[config.mk]
export PLATFORM = sky130hd
export DESIGN_NAME = cpu_presser_flat
export DESIGN_NICKNAME = d
export VERILOG_FILES = /design/src/rtl/cpu_presser_if.sv /design/src/rtl/cpu_presser.sv /design/src/flat_wrapper.sv
export SDC_FILE = /design/constraint.sdc
export NUM_CORES = 1
export LEC_CHECK = 0
export ABC_AREA = 1
export CAP_MARGIN = 5
export CORE_UTILIZATION = 32
export CTS_CLUSTER_SIZE = 30
export DETAILED_ROUTE_END_ITERATION = 6
export MAX_ROUTING_LAYER = met4
export SLEW_MARGIN = 20
export SYNTH_ARGS = -nofsm -noshare
export SYNTH_HDL_FRONTEND = slang
export SYNTH_SLANG_ARGS = --single-unit
[constraint.sdc]
create_clock -name i_clk -period 2.72 [get_ports i_clk]
set_input_delay 0.68 -clock i_clk [delete_from_list [all_inputs] [get_ports i_clk]]
set_output_delay 0.68 -clock i_clk [all_outputs]
set_load 0.1 [all_outputs]
[src/rtl/cpu_presser_if.sv]
// Button-level bus between the synthetic player and whatever consumes its presses.
// The consumer side owns enable/difficulty; the presser drives the rest.
interface cpu_presser_if;
    logic       enable;
    logic [9:0] difficulty;
    logic       pressed;
    logic       busy;
    logic [9:0] rand_val;
    logic [7:0] press_count;

    modport master (
        output enable, difficulty,
        input  pressed, busy, rand_val, press_count
    );

    modport slave (
        input  enable, difficulty,
        output pressed, busy, rand_val, press_count
    );
endinterface

[src/rtl/cpu_presser.sv]
// Computer opponent for tug-of-war: LFSR-gated presses with fixed hold and guaranteed gap.
// Optional press counter enabled by defining CPU_PRESS_COUNT_EN.
module cpu_presser #(
    parameter int HOLD_CYCLES = 4,
    parameter int GAP_CYCLES  = 4
) (
    input  logic          i_clk,
    input  logic          i_rst,
    cpu_presser_if.slave  bus
);

    typedef enum logic [1:0] {
        IDLE = 2'd0,
        HOLD = 2'd1,
        GAP  = 2'd2
    } state_t;

    state_t     r_state;
    state_t     w_nextState;
    logic [7:0] r_holdCnt;
    logic [7:0] r_gapCnt;
    logic [9:0] r_lfsr;
    logic       r_pressed;
    logic       w_busy;
    logic       w_startPress;
    logic       w_lfsrFb;

    // XNOR feedback keeps all-ones as the lock-up state, so a zero reset value is safe.
    assign w_lfsrFb = ~(r_lfsr[9] ^ r_lfsr[6]);

    always_ff @(posedge i_clk) begin
        if (i_rst) begin
            r_state <= IDLE;
        end else begin
            r_state <= w_nextState;
        end
    end

    always_comb begin
        w_nextState  = r_state;
        w_startPress = 1'b0;
        case (r_state)
            IDLE: begin
                if (bus.enable && (r_lfsr < bus.difficulty)) begin
                    w_nextState  = HOLD;
                    w_startPress = 1'b1;
                end
            end
            HOLD: begin
                if (r_holdCnt == 8'd0) begin
                    w_nextState = GAP;
                end
            end
            GAP: begin
                if (r_gapCnt == 8'd0) begin
                    w_nextState = IDLE;
                end
            end
            default: begin
                w_nextState = IDLE;
            end
        endcase
    end

    always_comb begin
        w_busy = (r_state == HOLD) || (r_state == GAP);
    end

    // Counters are loaded with N-1 so each phase lasts exactly N cycles.
    always_ff @(posedge i_clk) begin
        if (i_rst) begin
            r_lfsr    <= 10'h000;
            r_pressed <= 1'b0;
            r_holdCnt <= 8'd0;
            r_gapCnt  <= 8'd0;
        end else begin
            r_lfsr    <= {r_lfsr[8:0], w_lfsrFb};
            r_pressed <= (w_nextState == HOLD);

            if (w_startPress) begin
                r_holdCnt <= 8'(HOLD_CYCLES - 1);
            end else if ((r_state == HOLD) && (r_holdCnt != 8'd0)) begin
                r_holdCnt <= r_holdCnt - 8'd1;
            end

            if ((r_state == HOLD) && (w_nextState == GAP)) begin
                r_gapCnt <= 8'(GAP_CYCLES - 1);
            end else if ((r_state == GAP) && (r_gapCnt != 8'd0)) begin
                r_gapCnt <= r_gapCnt - 8'd1;
            end
        end
    end

`ifdef CPU_PRESS_COUNT_EN
    logic [7:0] r_pressCount;

    always_ff @(posedge i_clk) begin
        if (i_rst) begin
            r_pressCount <= 8'h00;
        end else if (w_startPress && (r_pressCount != 8'hFF)) begin
            r_pressCount <= r_pressCount + 8'h01;
        end
    end

    assign bus.press_count = r_pressCount;
`else
    assign bus.press_count = 8'h00;
`endif

    assign bus.pressed  = r_pressed;
    assign bus.busy     = w_busy;
    assign bus.rand_val = r_lfsr;

endmodule

[src/flat_wrapper.sv]
// flat-port wrapper written by rule: the top's interface ports become plain ports
module cpu_presser_flat 
#(
    parameter int HOLD_CYCLES = 4,
    parameter int GAP_CYCLES  = 4
)
  (i_clk, i_rst, bus_enable, bus_difficulty, bus_pressed, bus_busy, bus_rand_val, bus_press_count);
  cpu_presser_if bus_i ();
  input  logic i_clk;
  input  logic i_rst;
  input wire logic [$bits(bus_i.enable)-1:0] bus_enable;
  input wire logic [$bits(bus_i.difficulty)-1:0] bus_difficulty;
  output wire logic [$bits(bus_i.pressed)-1:0] bus_pressed;
  output wire logic [$bits(bus_i.busy)-1:0] bus_busy;
  output wire logic [$bits(bus_i.rand_val)-1:0] bus_rand_val;
  output wire logic [$bits(bus_i.press_count)-1:0] bus_press_count;
  assign bus_i.enable = bus_enable;
  assign bus_i.difficulty = bus_difficulty;
  assign bus_pressed = bus_i.pressed;
  assign bus_busy = bus_i.busy;
  assign bus_rand_val = bus_i.rand_val;
  assign bus_press_count = bus_i.press_count;
  cpu_presser #(.HOLD_CYCLES(HOLD_CYCLES), .GAP_CYCLES(GAP_CYCLES)) u_core (.i_clk(i_clk), .i_rst(i_rst), .bus(bus_i));
endmodule
==> impl_metrics.ini, run 1 <==
[die]
num_io_pins = 33
die_w_um = 73.4
initial_core_util_pct = 33.9
die_area_sq_um = 5390
fp.dieH_um = 73.4
rows = 25
core_area_sq_um = 4820

[setup_path]
critPathKind = in -> reg
cp-start-kind = input pin
crit_chain = clkdlybuf4s50_1 > inv_1 > ha_1 > nand2_1 > nand3b_1 > nor2_1 > nand4_1 > nand2_1 > clkinv_1 > nand3_2 > nand2_2 > nor2_1
end_kind = flip-flop
max_stage_delay_ps = 450
reg2reg_depth = 10
crit_required_ps = 2940
worstReg2RegEnd = u_core.r_gapCnt[6]
path_buf_inv = 3
r2r_start = u_core.bus.rand_val[9]
arrival_ps = 2470
worst-path-max-fanout = 6
slowest_stage = clkdlybuf4s50_1
reg2reg_slack_ps = 980
cp_top_family = simple AND/OR/NAND/NOR gates

[cells_and_area]
final_cell_mix = inv_1, nor2_1, nand2_1
drive_above_1_share_pct = 11.0
diodes = 0
area_growth_pct = 21.2
nNetsFinal = 282
fin_cells = 321
fin_area_sq_um = 1980
fin_util_pct = 41.1
final_common_cell = inv_1

[global_route]
grt_use_met2_pct = 18.8
antenna_found_initial = 0
busiest_layer = met2
overflow = 0
met3_usage_pct = 3.70
grt_use_met1_pct = 15.1
grt_max_degree = 11
first_global_vias = 1217
grt_pass1_wl_um = 4990
grtUsageTotal_pct = 12.6

[min_path]
hp-start = u_core.bus.rand_val[3]
min_delay_path_depth = 2
hold_path_end = u_core.bus.rand_val[4]
worstHoldPathType = reg -> reg

[cts]
numCtsBuffers = 5
post_cts.repair.setup_buffers = 0
post_cts_resized = 0
cts_buffer_depth = 2
clock_latency_ps = 280
cts_sinks = 29
cts_tree = built
clkTransAtPathRegs_ps = 60
holdBufCountCts = 0
htreeDepth = 2
root_buffer = clkbuf_8

[timing]
finalSetupTns_ps = 0
rsz0062_at_grt = false
fin_crit_sh_pct = 83.0
post-route-min-period_ps = 2260
fmax_ghz = 0.443
hold_ws_ps = 447
finalHoldViolCount = 0
setup_viol = 0
slew_violations = 0
finClkSkew_ps = 3.99

[synth]
netlist_instances = 225
syn_avg_cell_area_sq_um = 7.26
synth_top_area_cell = dfxtp_1
synth_area_sq_um = 1630
ys_types = 22
yosys_warnings = 0
synth_top_area_share_pct = 35.6
synth_seq_cells = 29
synth_seq_area_share_pct = 35.6
synth_area_leaders = dfxtp_1, ha_1, inv_1

[drt]
routed_wl_um = 2910
antenna_left = 0
drcViolationCount = 0
vias_per_cell = 4.11
drt-wirelength-per-cell_um = 9.05
via_count = 1320
drt-pass1-iter-count = 4
drt_iter0_markers = 57

[placement]
port_buffers = 24
place.gp.congestion = 0.778
hpwl_um = 2270
placed_cells_incl_taps = 314
placed_cell_area_sq_um = 1890

[pwr]
ir_drop_mv = 0.250
power_density_nw_per_um2 = 542
leakagePower_uw = 0.000977

[run_status]
outcome = finished, final reports clean

[run]
drv_cap = 0
[layer usage]
layer / vias up / routed length, um
li1: 721 / -
met1: 574 / 1460
met2: 19 / 1290
met3: 6 / 90
met4: 0 / 64
met5: - / 0
[power by group]
group,switching (uW),leakage (uW),total (uW),internal (uW)
Combinational,188,0.000696,264,76.1
Sequential,14.1,0.000236,457,443
Clock,152,0.0000443,352,200
Total,354,0.000977,1070,719
[Yosys cell counts]
| master | count |
|---|---|
| nand4_1 | 5 |
| nand2_2 | 2 |
| dfxtp_1 | 29 |
| conb_1 | 1 |
| nand3_2 | 2 |
| nor2_1 | 41 |
| clkbuf_1 | 2 |
| xnor2_1 | 2 |
| o21ai_0 | 3 |
| o21ai_4 | 2 |
| nor3_1 | 2 |
| a21oi_1 | 10 |
| nand3b_1 | 1 |
| inv_1 | 42 |
| ha_1 | 15 |
| buf_4 | 8 |
| nand2_1 | 39 |
| xor2_1 | 11 |
| nand3_1 | 4 |
| clkinv_1 | 1 |
| or2_2 | 1 |
| nor2_2 | 2 |
[logic make-up after synthesis]
logic type	share of synthesized area, %
other	0.230
AOI/OAI and AO/OA	5.98
buffers and inverters	14.0
adders and majority gates	11.5
xor gates and xnor gates	6.97
DFF	35.6
and+or+nand+nor	25.7
[metrics by stage]
step	setup slack (ps)	power, uW
floorplan	493	688
global placement	223	730
detailed placement	173	730
CTS	466	1090
global route	331	1130
finish	461	1070
[tightest hold or removal path: cells and delay by family, from the launching register on]
kind,cells,cell delay (ps)
DFF,1,320
and+or+nand+nor,1,30
buffers and inverters,1,50
[worst max path at each step]
stage,slack (ps),from,cells after the start,endpoint
after floorplan,490,u_core.bus.rand_val[9],10,u_core.r_gapCnt[2]
after global placement,220,bus_difficulty[9],12,u_core.r_gapCnt[3]
after detailed placement,170,bus_difficulty[9],12,u_core.r_gapCnt[6]
after CTS,470,bus_difficulty[9],12,u_core.r_gapCnt[6]
after global routing,330,bus_difficulty[9],12,u_core.r_gapCnt[2]
final,460,bus_difficulty[9],12,u_core.r_gapCnt[6]
[cell type report]
class | instances | area [sq um]
fillers | 525 | 2840
multi-input cells | 150 | 850
flip-flops and latches | 29 | 581
repair buffers | 25 | 218
inverters | 43 | 161
clock buffers | 7 | 86.3
well taps | 67 | 83.8
[state kept, by name, indices dropped and copies added, names as in the netlist]
| name | flops |
|---|---|
| u_core.r_holdCnt | 8 |
| u_core.r_gapCnt | 8 |
| u_core.bus.rand_val | 10 |
| u_core.r_state | 2 |
| u_core.bus.pressed | 1 |
(Power assumes the default switching activity.)
==> run 2: changes to the inputs <==
==> constraint.sdc (replaced) <==
create_clock -name i_clk -period 1.9 [get_ports i_clk]
set_input_delay 0.475 -clock i_clk [delete_from_list [all_inputs] [get_ports i_clk]]
set_output_delay 0.475 -clock i_clk [all_outputs]
set_load 0.1 [all_outputs]
==> run 2 against run 1 <==
Against the previous run: worst hold slack better by 7.1 ps; sequential cell count did not move; die area stayed put; first-iteration DRC count shrank 60%; clock-buffer cell count unchanged; via count rose by 4.1%; clock power is 42% higher; power rose by 49%; utilization is 7.6 points higher; non-clock buffer count is 3 higher; critical path depth unchanged; largest power group unchanged.
==> impl_metrics.ini, run 2 (synthesized netlist as in run 1, its figures left out) <==
[setup_path]
path_buf_inv = 3
end_kind = flip-flop
crit_path_frequent_cell = nand2_2
crit_required_ps = 2070
arrival_ps = 1980
max_stage_delay_ps = 450
cp-start-kind = input pin
critPathKind = in -> reg
worst-path-max-fanout = 6
slowest_stage = clkdlybuf4s50_1
crit_chain = clkdlybuf4s50_1 > inv_1 > ha_1 > nand2_1 > nand2_2 > nand3_2 > nand4_1 > nand2_2 > inv_4 > nand3_4 > nand2_8 > nor2_4
cp_top_family = simple AND/OR/NAND/NOR gates

[drt]
drt-pass1-iter-count = 4
routed_wl_um = 3130
drt_iter0_markers = 23
vias_per_cell = 4.24
drt-wirelength-per-cell_um = 9.66
antenna_left = 0
via_count = 1374
drcViolationCount = 0

[cells_and_area]
diodes = 0
final_cell_mix = inv_1, nor2_1, nand2_1
nNetsFinal = 285
final_common_cell = inv_1
drive_above_1_share_pct = 27.2
fin_util_pct = 48.6
area_growth_pct = 43.5
largest_reg_flops = 10

[timing]
slew_violations = 0
rsz0062_at_grt = false
fin_crit_sh_pct = 95.2
finClkSkew_ps = 2.28
hold_ws_ps = 454
fmax_ghz = 0.553
finalHoldViolCount = 0
setup_viol = 0
post-route-min-period_ps = 1810

[global_route]
grt_pass1_wl_um = 5330
overflow = 0
grt_max_degree = 18
antenna_found_initial = 0
first_global_vias = 1289
grtUsageTotal_pct = 13.6

[pwr]
power_density_nw_per_um2 = 682
leakagePower_uw = 0.00109
power.total_uw = 1600
ir_drop_mv = 0.394

[die]
die_w_um = 73.4
core_area_sq_um = 4820
num_io_pins = 33
fp.dieH_um = 73.4
die_area_sq_um = 5390
initial_core_util_pct = 33.9
rows = 25

[cts]
cts_buffer_depth = 2
post_cts.repair.setup_buffers = 0
numCtsBuffers = 5
cts_sinks = 29
htreeDepth = 2
cts_tree = built
clock_latency_ps = 280
clkTransAtPathRegs_ps = 60
root_buffer = clkbuf_8

[min_path]
worstHoldPathType = reg -> reg

[placement]
port_buffers = 24
place.gp.congestion = 0.776
hpwl_um = 2320

[run_status]
outcome = finished, final reports clean

[run]
drv_cap = 0
==> run 2: worst register-to-register path: stages, from the launching register on <==
cell     delay, ps
dfxtp_1        320
inv_1          100
ha_1           240
nand2_2        100
o21ai_4        280
nand3_2         90
nand2_1         90
nand2_2         70
inv_4           60
nand3_4        100
nand2_8        130
nor2_4          50
==> run 2: repair_timing <==
item / CTS / global route
pin swaps: 13 / 10
gates resized for setup: 16 / 32
hold buffers: 0 / 0
setup endpoints to repair: 17 / 10
==> run 2: cell type report <==
class / count / area (sq um)
Sequential cell: 29 / 592
Tap cell: 67 / 83.8
Fill cell: 486 / 2470
Inverter: 43 / 164
Timing Repair Buffer: 28 / 403
Clock buffer: 7 / 86.3
Multi-Input combinational cell: 150 / 1010
==> run 2: where the power goes <==
| group | internal (uW) | leakage, uW | total [uW] | switching (uW) |
|---|---|---|---|---|
| sequential | 634 | 0.000240 | 659 | 24.2 |
| clock | 286 | 0.0000443 | 499 | 213 |
| combinational | 149 | 0.000807 | 441 | 292 |
==> run 2: through the flow <==
step | worst slack, ps | area, sq um | setup TNS [ps] | instances
after detailed placement | -381 | 2080 | -6380 | 317
final | 90.9 | 2340 | 0 | 324
after global routing | 8.87 | 2340 | 0 | 324
after global placement | -376 | 2080 | -6280 | 317
after CTS | 6.37 | 2250 | 0 | 324
after floorplan | 14.5 | 1670 | 0 | 232
==> run 2: path summary, 6_finish.rpt <==
path / start / endpoint / slack [ps] / depth (start not counted)
setup / recovery: bus_difficulty[1] / u_core.r_gapCnt[7] / 90 / 12
hold / removal: u_core.bus.rand_val[3] / u_core.bus.rand_val[4] / 450 / 2
setup reg to reg: u_core.r_holdCnt[0] / u_core.r_gapCnt[7] / 170 / 11
hold reg to reg: u_core.bus.rand_val[3] / u_core.bus.rand_val[4] / 450 / 2
==> run 2: routing by layer <==
metal | GRT usage [%] | vias up | part of all wire, %
met5 | - | - | 0
met4 | 7.69 | 0 | 1.9
met3 | 4.12 | 5 | 3.8
met2 | 20.8 | 24 | 46
met1 | 15.9 | 619 | 49
li1 | - | 726 | -
==> run 3: changes to the inputs <==
--- a/config.mk
+++ b/config.mk
@@ -11,6 +11,8 @@
 export CTS_CLUSTER_SIZE = 30
 export DETAILED_ROUTE_END_ITERATION = 6
 export MAX_ROUTING_LAYER = met4
+export PLACE_DENSITY_LB_ADDON = 0.2
+export SKIP_CTS_REPAIR_TIMING = 1
 export SLEW_MARGIN = 20
 export SYNTH_ARGS = -nofsm -noshare
 export SYNTH_HDL_FRONTEND = slang
==> run 3 against run 2 <==
Against the previous run: power rose by 2.9%; global-route usage fell by 0.085 points; sequential cell count did not move; register-to-register slack barely moved; via count fell by 2.0%; first-iteration DRC count rose by 140%; sequential power barely moved; utilization fell by 0.10 points; clock skew rose by 4.0 ps; clock power rose by 11%; final cell count rose by 0.31%.
==> impl_metrics.ini, run 3 (synthesized netlist as in run 1, its figures left out) <==
[die]
core_area_sq_um = 4820
num_io_pins = 33
die_w_um = 73.4
die_area_sq_um = 5390
initial_core_util_pct = 33.9
fp.dieH_um = 73.4
rows = 25

[pwr]
p_comb_share_pct = 26.3
pwr-share-seq_pct = 40.0
leakagePower_uw = 0.00112
power_density_nw_per_um2 = 704
ir_drop_mv = 0.495
swShare_pct = 32.8
internal_power_uw = 1110
power.switching_uw = 540
clock_power_share_pct = 33.7

[timing]
fin_crit_sh_pct = 90.9
finClkSkew_ps = 6.31
setup_viol = 0
rsz0062_at_grt = false
slew_violations = 0
layout_setup_ws_ps = 173
finalHoldViolCount = 0
post-route-min-period_ps = 1730
finalSetupTns_ps = 0
fmax_ghz = 0.579

[global_route]
overflow = 0
antenna_found_initial = 0
grtUsageTotal_pct = 13.5
first_global_vias = 1308
grt_pass1_wl_um = 5410
grt_max_degree = 12

[cells_and_area]
drive_above_1_share_pct = 26.4
final_cell_mix = inv_1, nand2_1, nor2_1
nNetsFinal = 285
final_common_cell = inv_1
largest_reg_flops = 10
diodes = 0
area_growth_pct = 43.2

[cts]
clkTransAtPathRegs_ps = 60
root_buffer = clkbuf_8
cts_buffer_depth = 2
cts_sinks = 29
cts_tree = built
clock_latency_ps = 280
numCtsBuffers = 5
htreeDepth = 2

[drt]
drt-pass1-iter-count = 4
drt-wirelength-per-cell_um = 9.77
vias_per_cell = 4.14
routed_wl_um = 3180
drcViolationCount = 0
antenna_left = 0
via_count = 1346
drt_iter0_markers = 55

[setup_path]
reg2reg_slack_ps = 170
cp-start-kind = flip-flop
slowest_stage = dfxtp_1
end_kind = flip-flop
r2r_start = u_core.r_holdCnt[0]
crit_required_ps = 2070
crit_path_frequent_cell = nand2_1
max_stage_delay_ps = 320
arrival_ps = 1900
worstReg2RegEnd = u_core.r_gapCnt[5]
reg2reg_depth = 11
critPathKind = reg -> reg
worst-path-max-fanout = 8
crit_chain = inv_1 > ha_1 > nand2_2 > o21ai_4 > nand3_2 > nand2_1 > nand2_1 > inv_2 > nand3_4 > nand2_8 > nor2_1

[placement]
hpwl_um = 2370
preCtsSetupSlack_ps = -387
port_buffers = 24
place.gp.congestion = 0.747

[run]
drv_cap = 0

[min_path]
worstHoldPathType = reg -> reg
hold_path_end = u_core.bus.rand_val[5]
hp-start = u_core.bus.rand_val[4]
min_delay_path_depth = 2

[run_status]
outcome = finished, final reports clean
[run 3: cell type report]
type	count	area, sq um
clock buffer	7	96.3
clock inverter	1	5.00
fill	485	2480
inverter	43	161
multi-input combinational	150	987
sequential	29	592
tap	67	83.8
timing repair buffer	28	413
[run 3: metal layers]
layer,vias up,routed length [um],track usage [%]
met4,0,51,5.77
met2,22,1480,21.0
li1,729,-,-
met5,-,0,-
met1,590,1550,16.7
met3,5,94,3.29
[run 3: how the worst max path moves through the flow]
stage,start,to,slack (ps),cells past startpoint
after floorplan,u_core.bus.rand_val[0],u_core.r_gapCnt[5],10,11
after global placement,bus_difficulty[9],u_core.r_gapCnt[6],-370,12
after detailed placement,bus_difficulty[9],u_core.r_gapCnt[6],-390,12
after CTS,bus_difficulty[9],u_core.r_gapCnt[6],-90,12
after global routing,u_core.r_holdCnt[0],u_core.r_gapCnt[5],20,11
final,u_core.r_holdCnt[0],u_core.r_gapCnt[5],170,11
[run 3: power groups by stage]
stage	clock, uW	combinational (uW)	sequential, uW
final	555	432	659
after global routing	607	471	662
after CTS	582	416	658
after detailed placement	0	414	672
after global placement	0	413	671
after floorplan	0	271	715
[run 3: stage by stage]
stage                     hold WS, ps  instances  cell area, sq um  utilization (%)  power, uW
after floorplan                   465        232              1670                -        986
after global placement            444        317              2080             43.1       1080
after detailed placement          444        317              2080             43.1       1090
after CTS                         453        325              2180             45.2       1660
after global routing              486        325              2340             48.5       1740
final                             456        325              2340             48.5       1650
[run 3: worst max-delay path, delay by kind of cell, from the launching register on]
kind | cells | cell delay, ps
adders and majority gates | 1 | 250
DFF | 1 | 320
buffers and inverters | 2 | 170
and+or+nand+nor | 7 | 600
AOI/OAI and AO/OA | 1 | 260
